<file path="src/rtl/fifo_arb_pkg.sv">
// -----------------------------------------------------------------------------
// fifo_arb_pkg
// Shared constants and types for the FIFO write-port arbiter.
//   N_REQ_DEF / DW_DEF / DEPTH_DEF : default producer count, data width, and
//                                   usable FIFO depth (credit ceiling)
//   arb_state_t                    : IDLE (no write this cycle) / ISSUE (write)
//   byte_t                         : one byte of producer data
// -----------------------------------------------------------------------------
package fifo_arb_pkg;

  localparam int N_REQ_DEF = 4;
  localparam int DW_DEF    = 8;
  localparam int DEPTH_DEF = 7;

  typedef enum logic {
    IDLE  = 1'b0,
    ISSUE = 1'b1
  } arb_state_t;

  typedef logic [7:0] byte_t;

endpackage

</file>
<file path="src/rtl/fifo_wr_arbiter_rr_pick.sv">
// -----------------------------------------------------------------------------
// rr_pick
// Combinational round-robin picker. The search starts at last_i+1 and wraps
// modulo N; the first eligible producer found wins.
// Ports:
//   eligible_i [N-1:0]  : producers that may be granted this cycle
//   last_i     [IW-1:0] : index of the most recent grant
//   grant_o    [N-1:0]  : one-hot grant (all zero when nothing is eligible)
//   idx_o      [IW-1:0] : index of the granted producer
//   valid_o             : a grant was found
// -----------------------------------------------------------------------------
module rr_pick #(
  parameter int N  = 4,
  parameter int IW = $clog2(N)
) (
  input  logic [N-1:0]  eligible_i,
  input  logic [IW-1:0] last_i,
  output logic [N-1:0]  grant_o,
  output logic [IW-1:0] idx_o,
  output logic          valid_o
);

  always_comb begin
    logic [IW-1:0] cand_idx;
    grant_o  = '0;
    idx_o    = '0;
    valid_o  = 1'b0;
    cand_idx = '0;
    // Offsets 1..N visit every producer once, ending on last_i itself, so the
    // previous winner has the lowest priority.
    for (int off = 1; off <= N; off++) begin
      cand_idx = IW'((int'(last_i) + off) % N);
      if (!valid_o && eligible_i[cand_idx]) begin
        valid_o           = 1'b1;
        idx_o             = cand_idx;
        grant_o[cand_idx] = 1'b1;
      end
    end
  end

endmodule

</file>
<file path="src/rtl/fifo_wr_arbiter.sv">
// -----------------------------------------------------------------------------
// fifo_wr_arbiter
// Round-robin write-port scheduler letting N_REQ byte producers share one
// synchronous FIFO. A private credit counter tracks FIFO occupancy so no write
// is issued that could overflow, even though the FIFO Full flag lags a cycle.
// Optional feature macro: FIFO_ARB_PRIO0_EN -- producer 0 gets strict priority,
// the others round-robin among themselves.
// Ports:
//   clk, rst (async, active-low)
//   req[N_REQ], req_data[N_REQ*DW] : producer requests and flattened data
//   fifo_full, fifo_rd, fifo_empty : FIFO status / consumer read strobe
//   fifo_wd, fifo_data             : registered FIFO write enable and data
//   ack[N_REQ]                     : registered one-hot acceptance pulse
//   grant_id                       : registered index of last granted producer
//   credits_used                   : arbiter's view of FIFO occupancy
// -----------------------------------------------------------------------------
module fifo_wr_arbiter
  import fifo_arb_pkg::*;
#(
  parameter int N_REQ = N_REQ_DEF,
  parameter int DW    = DW_DEF,
  parameter int DEPTH = DEPTH_DEF
) (
  input  logic                         clk,
  input  logic                         rst,
  input  logic [N_REQ-1:0]             req,
  input  logic [N_REQ*DW-1:0]          req_data,
  input  logic                         fifo_full,
  input  logic                         fifo_rd,
  input  logic                         fifo_empty,
  output logic                         fifo_wd,
  output logic [DW-1:0]                fifo_data,
  output logic [N_REQ-1:0]             ack,
  output logic [$clog2(N_REQ)-1:0]     grant_id,
  output logic [$clog2(DEPTH+1)-1:0]   credits_used
);

  localparam int IW = $clog2(N_REQ);
  localparam int CW = $clog2(DEPTH + 1);
  localparam logic [CW:0]   DEPTH_W = (CW + 1)'(DEPTH);
  localparam logic [CW-1:0] CRED_MAX = CW'(DEPTH);

  arb_state_t       state_q;
  logic [DW-1:0]    fifo_data_q;
  logic [N_REQ-1:0] ack_q;
  logic [IW-1:0]    grant_id_q;
  logic [IW-1:0]    last_grant_q;
  logic [CW-1:0]    credits_q;

  logic             wr_active;
  logic             issue_ok;
  logic [N_REQ-1:0] eligible;
  logic [N_REQ-1:0] rr_elig;
  logic [N_REQ-1:0] rr_grant;
  logic [IW-1:0]    rr_idx;
  logic             rr_valid;
  logic [N_REQ-1:0] grant_d;
  logic [IW-1:0]    grant_idx_d;
  logic             grant_vld_d;
  logic [IW-1:0]    last_grant_d;
  logic [DW-1:0]    data_d;
  logic [CW-1:0]    credits_d;
  logic             cred_inc;
  logic             cred_dec;
  logic [DW-1:0]    slice [N_REQ];

  // The write enable is the ISSUE state itself, so it is a registered output.
  assign wr_active = (state_q == ISSUE);

  // The write currently on the bus is not yet in credits_q, so it is added in
  // here. Reads are deliberately not credited until the next cycle.
  assign issue_ok = (({1'b0, credits_q} + (CW + 1)'(wr_active)) < DEPTH_W) && !fifo_full;

  // A producer whose ack is high this cycle still shows its old word, so it
  // must sit out one cycle to avoid writing that word twice.
  assign eligible = req & ~ack_q & {N_REQ{issue_ok}};

  generate
    for (genvar gi = 0; gi < N_REQ; gi++) begin : g_slice
      assign slice[gi] = req_data[gi*DW +: DW];
    end
  endgenerate

`ifdef FIFO_ARB_PRIO0_EN
  // Producer 0 is removed from the rotation and overrides it when eligible.
  assign rr_elig = eligible & {{(N_REQ-1){1'b1}}, 1'b0};

  always_comb begin
    if (eligible[0]) begin
      grant_d     = {{(N_REQ-1){1'b0}}, 1'b1};
      grant_idx_d = '0;
      grant_vld_d = 1'b1;
    end else begin
      grant_d     = rr_grant;
      grant_idx_d = rr_idx;
      grant_vld_d = rr_valid;
    end
  end

  // Priority grants leave the rotation pointer where it was.
  assign last_grant_d = (rr_valid && !eligible[0]) ? rr_idx : last_grant_q;
`else
  assign rr_elig      = eligible;
  assign grant_d      = rr_grant;
  assign grant_idx_d  = rr_idx;
  assign grant_vld_d  = rr_valid;
  assign last_grant_d = rr_valid ? rr_idx : last_grant_q;
`endif

  rr_pick #(
    .N  (N_REQ),
    .IW (IW)
  ) u_rr_pick (
    .eligible_i (rr_elig),
    .last_i     (last_grant_q),
    .grant_o    (rr_grant),
    .idx_o      (rr_idx),
    .valid_o    (rr_valid)
  );

  assign data_d = slice[grant_idx_d];

  // Occupancy: +1 per write, -1 per effective read, saturating at both ends.
  assign cred_inc = wr_active;
  assign cred_dec = fifo_rd && !fifo_empty;

  always_comb begin
    credits_d = credits_q;
    if (cred_inc && !cred_dec && (credits_q != CRED_MAX)) begin
      credits_d = credits_q + CW'(1);
    end else if (cred_dec && !cred_inc && (credits_q != '0)) begin
      credits_d = credits_q - CW'(1);
    end
  end

  always_ff @(posedge clk or negedge rst) begin
    if (!rst) begin
      state_q      <= IDLE;
      fifo_data_q  <= '0;
      ack_q        <= '0;
      grant_id_q   <= '0;
      last_grant_q <= IW'(N_REQ - 1);
      credits_q    <= '0;
    end else begin
      credits_q    <= credits_d;
      last_grant_q <= last_grant_d;
      ack_q        <= grant_d;
      case (state_q)
        IDLE:    if (grant_vld_d)  state_q <= ISSUE;
        ISSUE:   if (!grant_vld_d) state_q <= IDLE;
        default: state_q <= IDLE;
      endcase
      // Data and id hold their last values when nothing is granted.
      if (grant_vld_d) begin
        fifo_data_q <= data_d;
        grant_id_q  <= grant_idx_d;
      end
    end
  end

  assign fifo_wd      = wr_active;
  assign fifo_data    = fifo_data_q;
  assign ack          = ack_q;
  assign grant_id     = grant_id_q;
  assign credits_used = credits_q;

endmodule

</file>
<file path="config.mk">
export PLATFORM = sky130hd
export DESIGN_NAME = fifo_wr_arbiter
export DESIGN_NICKNAME = d
export VERILOG_FILES = /design/src/rtl/fifo_arb_pkg.sv /design/src/rtl/fifo_wr_arbiter_rr_pick.sv /design/src/rtl/fifo_wr_arbiter.sv
export SDC_FILE = /design/constraint.sdc
export NUM_CORES = 1
export LEC_CHECK = 0
export ABC_AREA = 1
export CORE_ASPECT_RATIO = 1.1
export CORE_MARGIN = 3
export CORE_UTILIZATION = 43
export CTS_CLUSTER_DIAMETER = 60
export DETAILED_ROUTE_END_ITERATION = 7
export PLACE_DENSITY = 0.78
export RECOVER_POWER = 50
export SLEW_MARGIN = 20
export SYNTH_ARGS = -nofsm -noshare
export SYNTH_HDL_FRONTEND = slang
export SYNTH_SLANG_ARGS = --single-unit
</file>
<file path="constraint.sdc">
create_clock -name clk -period 2.73 [get_ports clk]
set_clock_uncertainty 0.1 [all_clocks]
set_input_delay 0.819 -clock clk [delete_from_list [all_inputs] [get_ports clk]]
set_output_delay 0.819 -clock clk [all_outputs]
set_load 0.01 [all_outputs]
</file>
# ---- Word level (Yosys, flattened, before mapping)
# Index checks and enable logic that the tools add are counted.
dict set report classes {
  n_reduce_logical 22
  add_sub_neg 7
  bitwise_logic 7
  order_cmp 10
  eq_ne 1
  muxes 34
}
# operator count
set op_table {}
lappend op_table {{binary-select mux 8 bit (select 2 bit)} 1}
lappend op_table {{2-to-1 mux 4 bit} 4}
lappend op_table {{2-to-1 mux 8 bit} 2}
lappend op_table {{logical AND 1 bit} 13}
lappend op_table {{2-to-1 mux 1 bit} 13}
lappend op_table {{< comparator 2 x 3 -> 1 bit, second input constant} 4}
lappend op_table {{OR 4 bit} 3}
lappend op_table {{bitwise AND 4 bit} 2}
lappend op_table {{binary-select mux 1 bit (select 2 bit)} 4}
lappend op_table {{demux 1 bit (select 2 bit)} 4}
lappend op_table {{>= comparator 2 x 1 -> 1 bit, second input constant} 4}
lappend op_table {{2-to-1 mux 2 bit} 4}
lappend op_table {{zero test 1 bit} 7}
lappend op_table {{2-to-1 mux 3 bit} 2}
lappend op_table {{adder 2 x 1 -> 2 bit, second input constant} 2}
lappend op_table {{adder 2 bit, second input constant} 2}
lappend op_table {{adder 3 x 1 -> 4 bit} 1}
lappend op_table {{< comparator 4 x 3 -> 1 bit, second input constant} 1}
lappend op_table {{NOT 4 bit} 1}
lappend op_table {{adder 3 x 1 -> 3 bit, second input constant} 1}
lappend op_table {{>= comparator 3 bit, second input constant} 1}
lappend op_table {{!= test 3 bit, second input constant} 1}
lappend op_table {{NOT 2 -> 3 bit} 1}
lappend op_table {{nonzero test 3 bit} 1}
lappend op_table {{other kinds (2)} 2}
dict set report totals {
  output_inout_bits 18
  in_bits 41
  ff_bits 20
}

# ---- Depth between registers and ports, before layout
# Gate-level depths: netlist of run 1.
dict set report logic_depth {
  ltp_word 20
  ltp_mapped 20
  ltp_nobuf 19
}

# ---- Cells and area by module
# Synthesis of run 1 repeated with hierarchy kept, for this count alone.
dict set report unflattened {
  cells_unflattened 222
  hier_area_um2 1632.8
}
# mod area_per_inst_um2 n_inst seq_area_each_um2 cells_each
set by_module_without_submodules {}
lappend by_module_without_submodules {fifo_wr_arbiter 1097.3 1 503.0 141}
lappend by_module_without_submodules {rr_pick 535.5 1 0.0 81}

# ---- Worst setup path before layout of run 1
# OpenSTA, ideal clock, no wires.
dict set report synth_path {
  kind {register -> register}
  from {register credits_q[0], in the netlist credits_used[0]}
  to {register fifo_data_q[0], in the netlist fifo_data[0]}
  path_slack_ps 138
  arrival_time_ps 2375
  n_path_buf 2
  path_stages_with_launch 19
  path_cell_list {dfrtp_1 ha_1 ha_1 nand2_1 nand3b_2 buf_6 nand4_2 nand3_2 nand2_4 nand3_4 nand2_2 nand2_4 nand3_4 buf_6 nand2_1 nand3_1 nand2_1 nand2_1 nand2_1}
}
dict set report synth_between {
  elab_chain_cells 20
}
# item line
set synth_lines {}
lappend synth_lines {{start: declaration} fifo_wr_arbiter.sv:48} ;# logic [CW-1:0] credits_q;
lappend synth_lines {{start signal: assignment} fifo_wr_arbiter.sv:145} ;# credits_q <= credits_d;
lappend synth_lines {{adder 3 x 1 -> 4 bit *} fifo_wr_arbiter.sv:72} ;# assign issue_ok = (({1'b0, credits_q} + (CW + 1)'(wr_active)) < DEPTH_W) && !fifo_full;
lappend synth_lines {{< comparator 4 x 3 -> 1 bit *} fifo_wr_arbiter.sv:72}
lappend synth_lines {{logical AND 1 bit *} fifo_wr_arbiter.sv:72}
lappend synth_lines {{bitwise AND 4 bit *} fifo_wr_arbiter.sv:76} ;# assign eligible = req & ~ack_q & {N_REQ{issue_ok}};
lappend synth_lines {{binary-select mux 1 bit (select 2 bit)} fifo_wr_arbiter_rr_pick.sv:33} ;# if (!valid_o && eligible_i[cand_idx]) begin
lappend synth_lines {{2-to-1 mux 1 bit (implied by the code)} fifo_wr_arbiter_rr_pick.sv:33}
lappend synth_lines {{2-to-1 mux 1 bit} fifo_wr_arbiter_rr_pick.sv:33}
lappend synth_lines {{zero test 1 bit} fifo_wr_arbiter_rr_pick.sv:33}
lappend synth_lines {{[... 3 more ...]} n/a}
lappend synth_lines {{logical AND 1 bit} fifo_wr_arbiter_rr_pick.sv:33}
lappend synth_lines {{2-to-1 mux 1 bit} fifo_wr_arbiter_rr_pick.sv:33}
lappend synth_lines {{zero test 1 bit} fifo_wr_arbiter_rr_pick.sv:33}
lappend synth_lines {{logical AND 1 bit} fifo_wr_arbiter_rr_pick.sv:33}
lappend synth_lines {{2-to-1 mux 2 bit} fifo_wr_arbiter_rr_pick.sv:33}
lappend synth_lines {{NOT 2 -> 3 bit (implied by the code)} fifo_wr_arbiter.sv:121} ;# assign data_d = slice[grant_idx_d];
lappend synth_lines {{binary-select mux 8 bit (select 2 bit)} fifo_wr_arbiter.sv:121}
lappend synth_lines {{2-to-1 mux 8 bit (implied by the code) (2 in a row)} fifo_wr_arbiter.sv:121}
lappend synth_lines {{end signal: assignment} fifo_wr_arbiter.sv:155} ;# fifo_data_q <= data_d;
lappend synth_lines {{end: declaration} fifo_wr_arbiter.sv:44} ;# logic [DW-1:0] fifo_data_q;
# Every way passes the cells marked *; elsewhere a longest branch is shown, timed or not. The select of a mux whose other input is x is not followed.
# A chain may end at the register's enable or synchronous reset.

# ---- Final worst setup path of run 1
dict set report layout_path {
  from {register credits_q[0], in the netlist credits_used[0]}
  to {register fifo_data_q[2], in the netlist fifo_data[2]}
}
# Same word-level chain as after synthesis.

==> results of run 1 <==
==> state kept, by name, summed over array words and instances, names as in the netlist <==
| name | count |
|---|---|
| fifo_data | 8 |
| credits_used | 3 |
| grant_id | 2 |
| last_grant_q | 2 |
| fifo_wd | 1 |
| ack | 4 |
==> logic make-up (layout without fill, tap and decap cells) <==
group                      count (synthesis)  count (layout)  share of synthesized area [%]
xor gates and xnor gates                   2               2                         0.9249
buffers and inverters                     62             146                          14.33
AOI/OAI and AO/OA                         16              17                          6.540
adders and majority gates                 11              11                          7.662
and+or+nand+nor                          158             160                          43.40
muxes                                      1               1                         0.5944
DFF                                       20              20                          26.55
==> area by class of cell <==
type / count / area, sq um
Tap cell: 52 / 65.06
Clock inverter: 1 / 30.03
Timing Repair inverter: 1 / 5.005
Clock buffer: 3 / 41.29
Inverter: 53 / 206.4
Sequential cell: 20 / 503.0
Timing Repair Buffer: 88 / 868.3
Fill cell: 298 / 993.5
Multi-Input combinational cell: 191 / 1401
==> worst max-delay path by stage <==
stage,slack [ns],cells past startpoint,from,to
after floorplan,0.14,18,credits_used[0],fifo_data[0]
after global placement,-0.25,18,fifo_full,fifo_data[1]
after detailed placement,-0.30,17,fifo_full,fifo_data[4]
after CTS,0.003,15,req[3],fifo_data[2]
after global routing,-0.15,17,credits_used[0],fifo_data[2]
final,-0.01,17,credits_used[0],fifo_data[2]
==> critical path, delay by kind of cell, from the launching register on <==
| kind | cells | cell delay, ns |
|---|---|---|
| simple gates | 13 | 1.28 |
| compound gates | 1 | 0.28 |
| buf+inv | 1 | 0.11 |
| fa+ha+maj | 2 | 0.48 |
| flops | 1 | 0.39 |
==> through the flow <==
step	TNS, ns	std cells	cell area [sq um]	util [%]	hold slack [ns]
after floorplan	0	270	1894	-	0.4155
after global placement	-2.660	396	2680	65.15	0.3626
after detailed placement	-3.582	396	2680	65.15	0.3653
after CTS	0	403	2836	68.95	0.3864
after global routing	-0.9765	409	3120	75.85	0.4189
final	-0.01123	409	3120	75.85	0.3808
==> layout by cell type, fill, tap and decap left out, types with 4 or more instances in the layout <==
| cell | instances |
|---|---|
| nand2_8 | 4 |
| nand4_1 | 20 |
| ha_1 | 8 |
| nand3_2 | 6 |
| clkdlybuf4s50_1 | 49 |
| inv_1 | 46 |
| nand3_1 | 25 |
| nand2_2 | 12 |
| nand3_4 | 7 |
| dlygate4sd3_1 | 6 |
| o21ai_0 | 5 |
| inv_2 | 4 |
| nand2_4 | 5 |
| nand2_1 | 66 |
| buf_4 | 24 |
| dfrtp_1 | 18 |
==> per-layer routing <==
metal	GRT usage, %	wire [microns]	up-vias
li1	-	-	1060
met1	23.27	2096	989
met2	39.30	2956	100
met3	4.354	351	11
met4	3.254	72	0
met5	0	0	-
==> repair_timing <==
item                       in CTS  in global routing
setup endpoints to repair      10                 12
setup buffers                   1                  3
pin swaps                       8                 24
cloned                          2                  3
resized for setup              14                 47
==> reports/summary.txt, run 1 <==
CTS tree: done
Initial Util: 46.05%
diode count: 0
Tightest Pin Transition: 1.013 ns
R2R depth: 17
crit path max fanout: 8
pin count of the biggest net entering global routing: 21
Worst R2R Start: credits_used[0]
cts hold-fix bufs: 0
starting DRC count in detailed routing: 69
list of most frequent post-synthesis cells: 80 x nand2_1, 48 x inv_1, 33 x nand3_1
number of synthesized flops with an enable pin: 0
DRT Pass-1 Iters: 4
arrival time of the worst setup path: 2.83 ns
final hold vios: 0
I/O Pins: 59
FP Rows: 24
post-synthesis register bit count: 20
layout cells sized above 1: 26.33%
Chip Height: 75.61 microns
Data required, critical path: 2.82 ns
Post-Place Worst Slack: -0.3027 ns
initial antenna violation count: 0
r2r setup slk: -0.01 ns
Layout area overhead: 64.73%
RePlAce Congestion: 0.9072
Worst path max stage delay: 0.39 ns
Worst Hold Launch: fifo_data[4]
failing checks: setup timing
worst path cell trace: ha_2, ha_4, nand2_4, nand3b_4, nand3_4, nand2_2, nand2_2, nand2_4, nand2_8, nand3_4, inv_4, nand2_8, a21oi_4, nand3_1, nand2_1, nand2_1, nand2_1
final setup vio count: 1
crit path max-delay cell type: dfrtp_1
Syn Area/Cell: 7.016 sq um
syn nets: 322
fmax: 364.8 MHz
DR DRC count: 0
count of cell types in the netlist: 34
clk buf depth: 2
vias per std cell: 5.281
Rel. slew slack: 32.48%
Setup crit start kind: register
CTS sink count: 20
Routed Antenna Nets: 0
Max Cap Viol: 0
RSZ-0062 raised after global routing: yes
routed len/inst: 13.39 microns
cell with the most instances on the worst path: nand2_1
Syn Std Cell Area: 1894 sq um
Port-buffer cells: 58
yosys warns: 0
Hold Path Stages: 2
worst r2r dst: fifo_data[2]
Mapped Cells: 270
Synth async-reset ratio: 100.0%
most frequent cell after synthesis: nand2_1
worst setup margin: -0.01123 ns
critical path type: register to register
CTS HTree Levels: 1
Yosys top cell area share: 23.78%
grt ovf: 0
status: finished, violations left
Synth area leader: dfrtp_1
Worst Hold End: fifo_data[4]
worst min-delay path category: register to register
layout net count: 410
Primary FF master, synth: dfrtp_1
fin crit share: 100.4%
Core Box Area: 4114 sq um
hpwl dp: 3.787 mm
Seq/Total Area, Yosys: 26.55%
die extent in x: 69.29 microns
number of global-route vias before repair: 1987
Crit. End Element: register
final WL: 5.476 mm
Synth area leaders: dfrtp_1 24%, nand2_1 16%, inv_1 9.5%, nand3_1 8.7%, ha_1 6.6%
Root Driver: clkbuf_8
clk_lat worst skew: 0.26 ns
fin crit period: 2.741 ns
total die area: 5239 sq um
CTS clk-pin slew, worst paths: 0.08 ns
gr usage total: 20.14%
Num CTS Buffers: 3
first-pass GRT wire length: 8.680 mm
vias: 2160
final-report max-slew violation count: 0
Power of run 1 is left out: the tool's default activity adds up to more than one toggle a clock period on the data nets, which glitch-free logic cannot reach.
==> run 2, diff against run 1 <==
- SETUP_SLACK_MARGIN: unset -> 0.05
==> run 2 against run 1 <==
The flow still finishes with violations (setup timing); sequential share of layout area grew 0.40 points; clock-buffer cell count did not move; via count fell by 0.51%; die area unchanged; first-iteration DRC count grew 72%; non-clock buffer count is 1 higher; critical path depth fell by 1; global-route usage is 1.0 points higher; critical path type is now input port to register; critical endpoint unchanged; largest cell class unchanged.
==> reports/summary.txt, run 2 (same netlist as run 1, synthesis figures left out) <==
status: finished, violations left
failing checks: setup timing
RSZ-0062 raised after global routing: yes
fin crit period: 2.732 ns
Routed Antenna Nets: 0
CTS sink count: 20
vias: 2149
starting DRC count in detailed routing: 119
final setup vio count: 1
I/O Pins: 59
Data required, critical path: 2.82 ns
layout cells sized above 1: 25.14%
worst setup margin: -0.001811 ns
clk buf depth: 2
Root Driver: clkbuf_8
R2R depth: 17
first-pass GRT wire length: 9.059 mm
gr usage total: 21.17%
DR DRC count: 0
layout net count: 411
hpwl dp: 3.787 mm
Max Cap Viol: 0
cts hold-fix bufs: 0
DRT Pass-1 Iters: 4
Core Box Area: 4114 sq um
FP Rows: 24
initial antenna violation count: 0
number of global-route vias before repair: 2053
Initial Util: 46.05%
diode count: 0
Layout area overhead: 60.70%
Tightest Pin Transition: 1.025 ns
Port-buffer cells: 58
Hold Path Stages: 2
fin crit share: 100.1%
Fillers: 321
Crit. End Element: register
Setup crit start kind: input port
Chip Height: 75.61 microns
die extent in x: 69.29 microns
arrival time of the worst setup path: 2.82 ns
critical path type: input port to register
final WL: 5.528 mm
commonest non-fill, non-tap cell in the layout: nand2_1
cell with the most instances on the worst path: nand2_1
routed len/inst: 13.48 microns
max reg flops: 8
CTS HTree Levels: 1
grt ovf: 0
final hold vios: 0
worst path cell trace: clkdlybuf4s50_1, inv_1, nor2_1, buf_4, nand4_4, nand2_1, nand2_2, nand2_1, o21ai_0, nand2_1, nand2_2, a21oi_4, nand3_1, nand2_1, nand2_1, nand2_1
total die area: 5239 sq um
Worst path max stage delay: 0.47 ns
final-report max-slew violation count: 0
crit path max fanout: 8
CTS clk-pin slew, worst paths: 0.07 ns
fmax: 366.1 MHz
worst min-delay path category: register to register
Post-Place Worst Slack: -0.3027 ns
Num CTS Buffers: 3
r2r setup slk: 0.01 ns
crit path max-delay cell type: clkdlybuf4s50_1
Rel. slew slack: 31.66%
clk_lat worst skew: 0.26 ns
CTS tree: done
RePlAce Congestion: 0.9072
most frequent cells in the layout: 69 x nand2_1, 52 x clkdlybuf4s50_1, 47 x inv_1
pin count of the biggest net entering global routing: 21
vias per std cell: 5.241
## run 2: path summary, 6_finish.rpt
kind | from | end
min in group asynchronous | rst | ack[1]
max in group asynchronous | rst | fifo_data[3]
worst min register to register | fifo_data[4] | fifo_data[4]
worst max register to register | fifo_wd | fifo_data[2]
worst min-delay path | fifo_data[4] | fifo_data[4]
worst max-delay path | req[2] | fifo_data[2]
## run 2: critical path, delay by kind of cell
family	cells	cell delay, ns
AOI/OAI and AO/OA	2	0.38
and+or+nand+nor	11	0.95
buffers and inverters	3	0.66
## run 2: stage by stage
step                hold slack [ns]  setup TNS (ns)  util [%]  instances  area, sq um
floorplan                    0.4155               0         -        270         1894
global placement             0.3626          -2.660     65.15        396         2680
detailed placement           0.3653          -3.582     65.15        396         2680
CTS                          0.3864               0     70.53        407         2902
global route                 0.4189          -1.303     74.00        410         3044
finish                       0.3821       -0.001811     74.00        410         3044
## run 2: area by class of cell
class / count / area (sq um) / area share [%]
inverter: 53 / 206.4 / 6.782
timing repair inverter: 1 / 3.754 / 0.1233
sequential: 20 / 503.0 / 16.52
multi-input combinational: 191 / 1333 / 43.77
clock inverter: 1 / 30.03 / 0.9864
clock buffer: 3 / 41.29 / 1.356
tap: 52 / 65.06 / 2.137
timing repair buffer: 89 / 862.1 / 28.32
## run 2: routing by layer
metal / vias to the layer above / share of wire (%) / global-route usage [%]
met2: 90 / 54 / 40.78
met4: 0 / 2.6 / 5.640
met1: 985 / 37 / 24.17
met3: 12 / 6.1 / 4.354
li1: 1062 / - / -
met5: - / 0 / 0
## run 2: repair_timing
action | CTS | global route
gates cloned | 4 | 1
setup buffers | 3 | 2
pin swaps | 15 | 15
resized for setup | 26 | 21
setup endpoints to repair | 12 | 13
Power of run 2 is left out for the same reason.
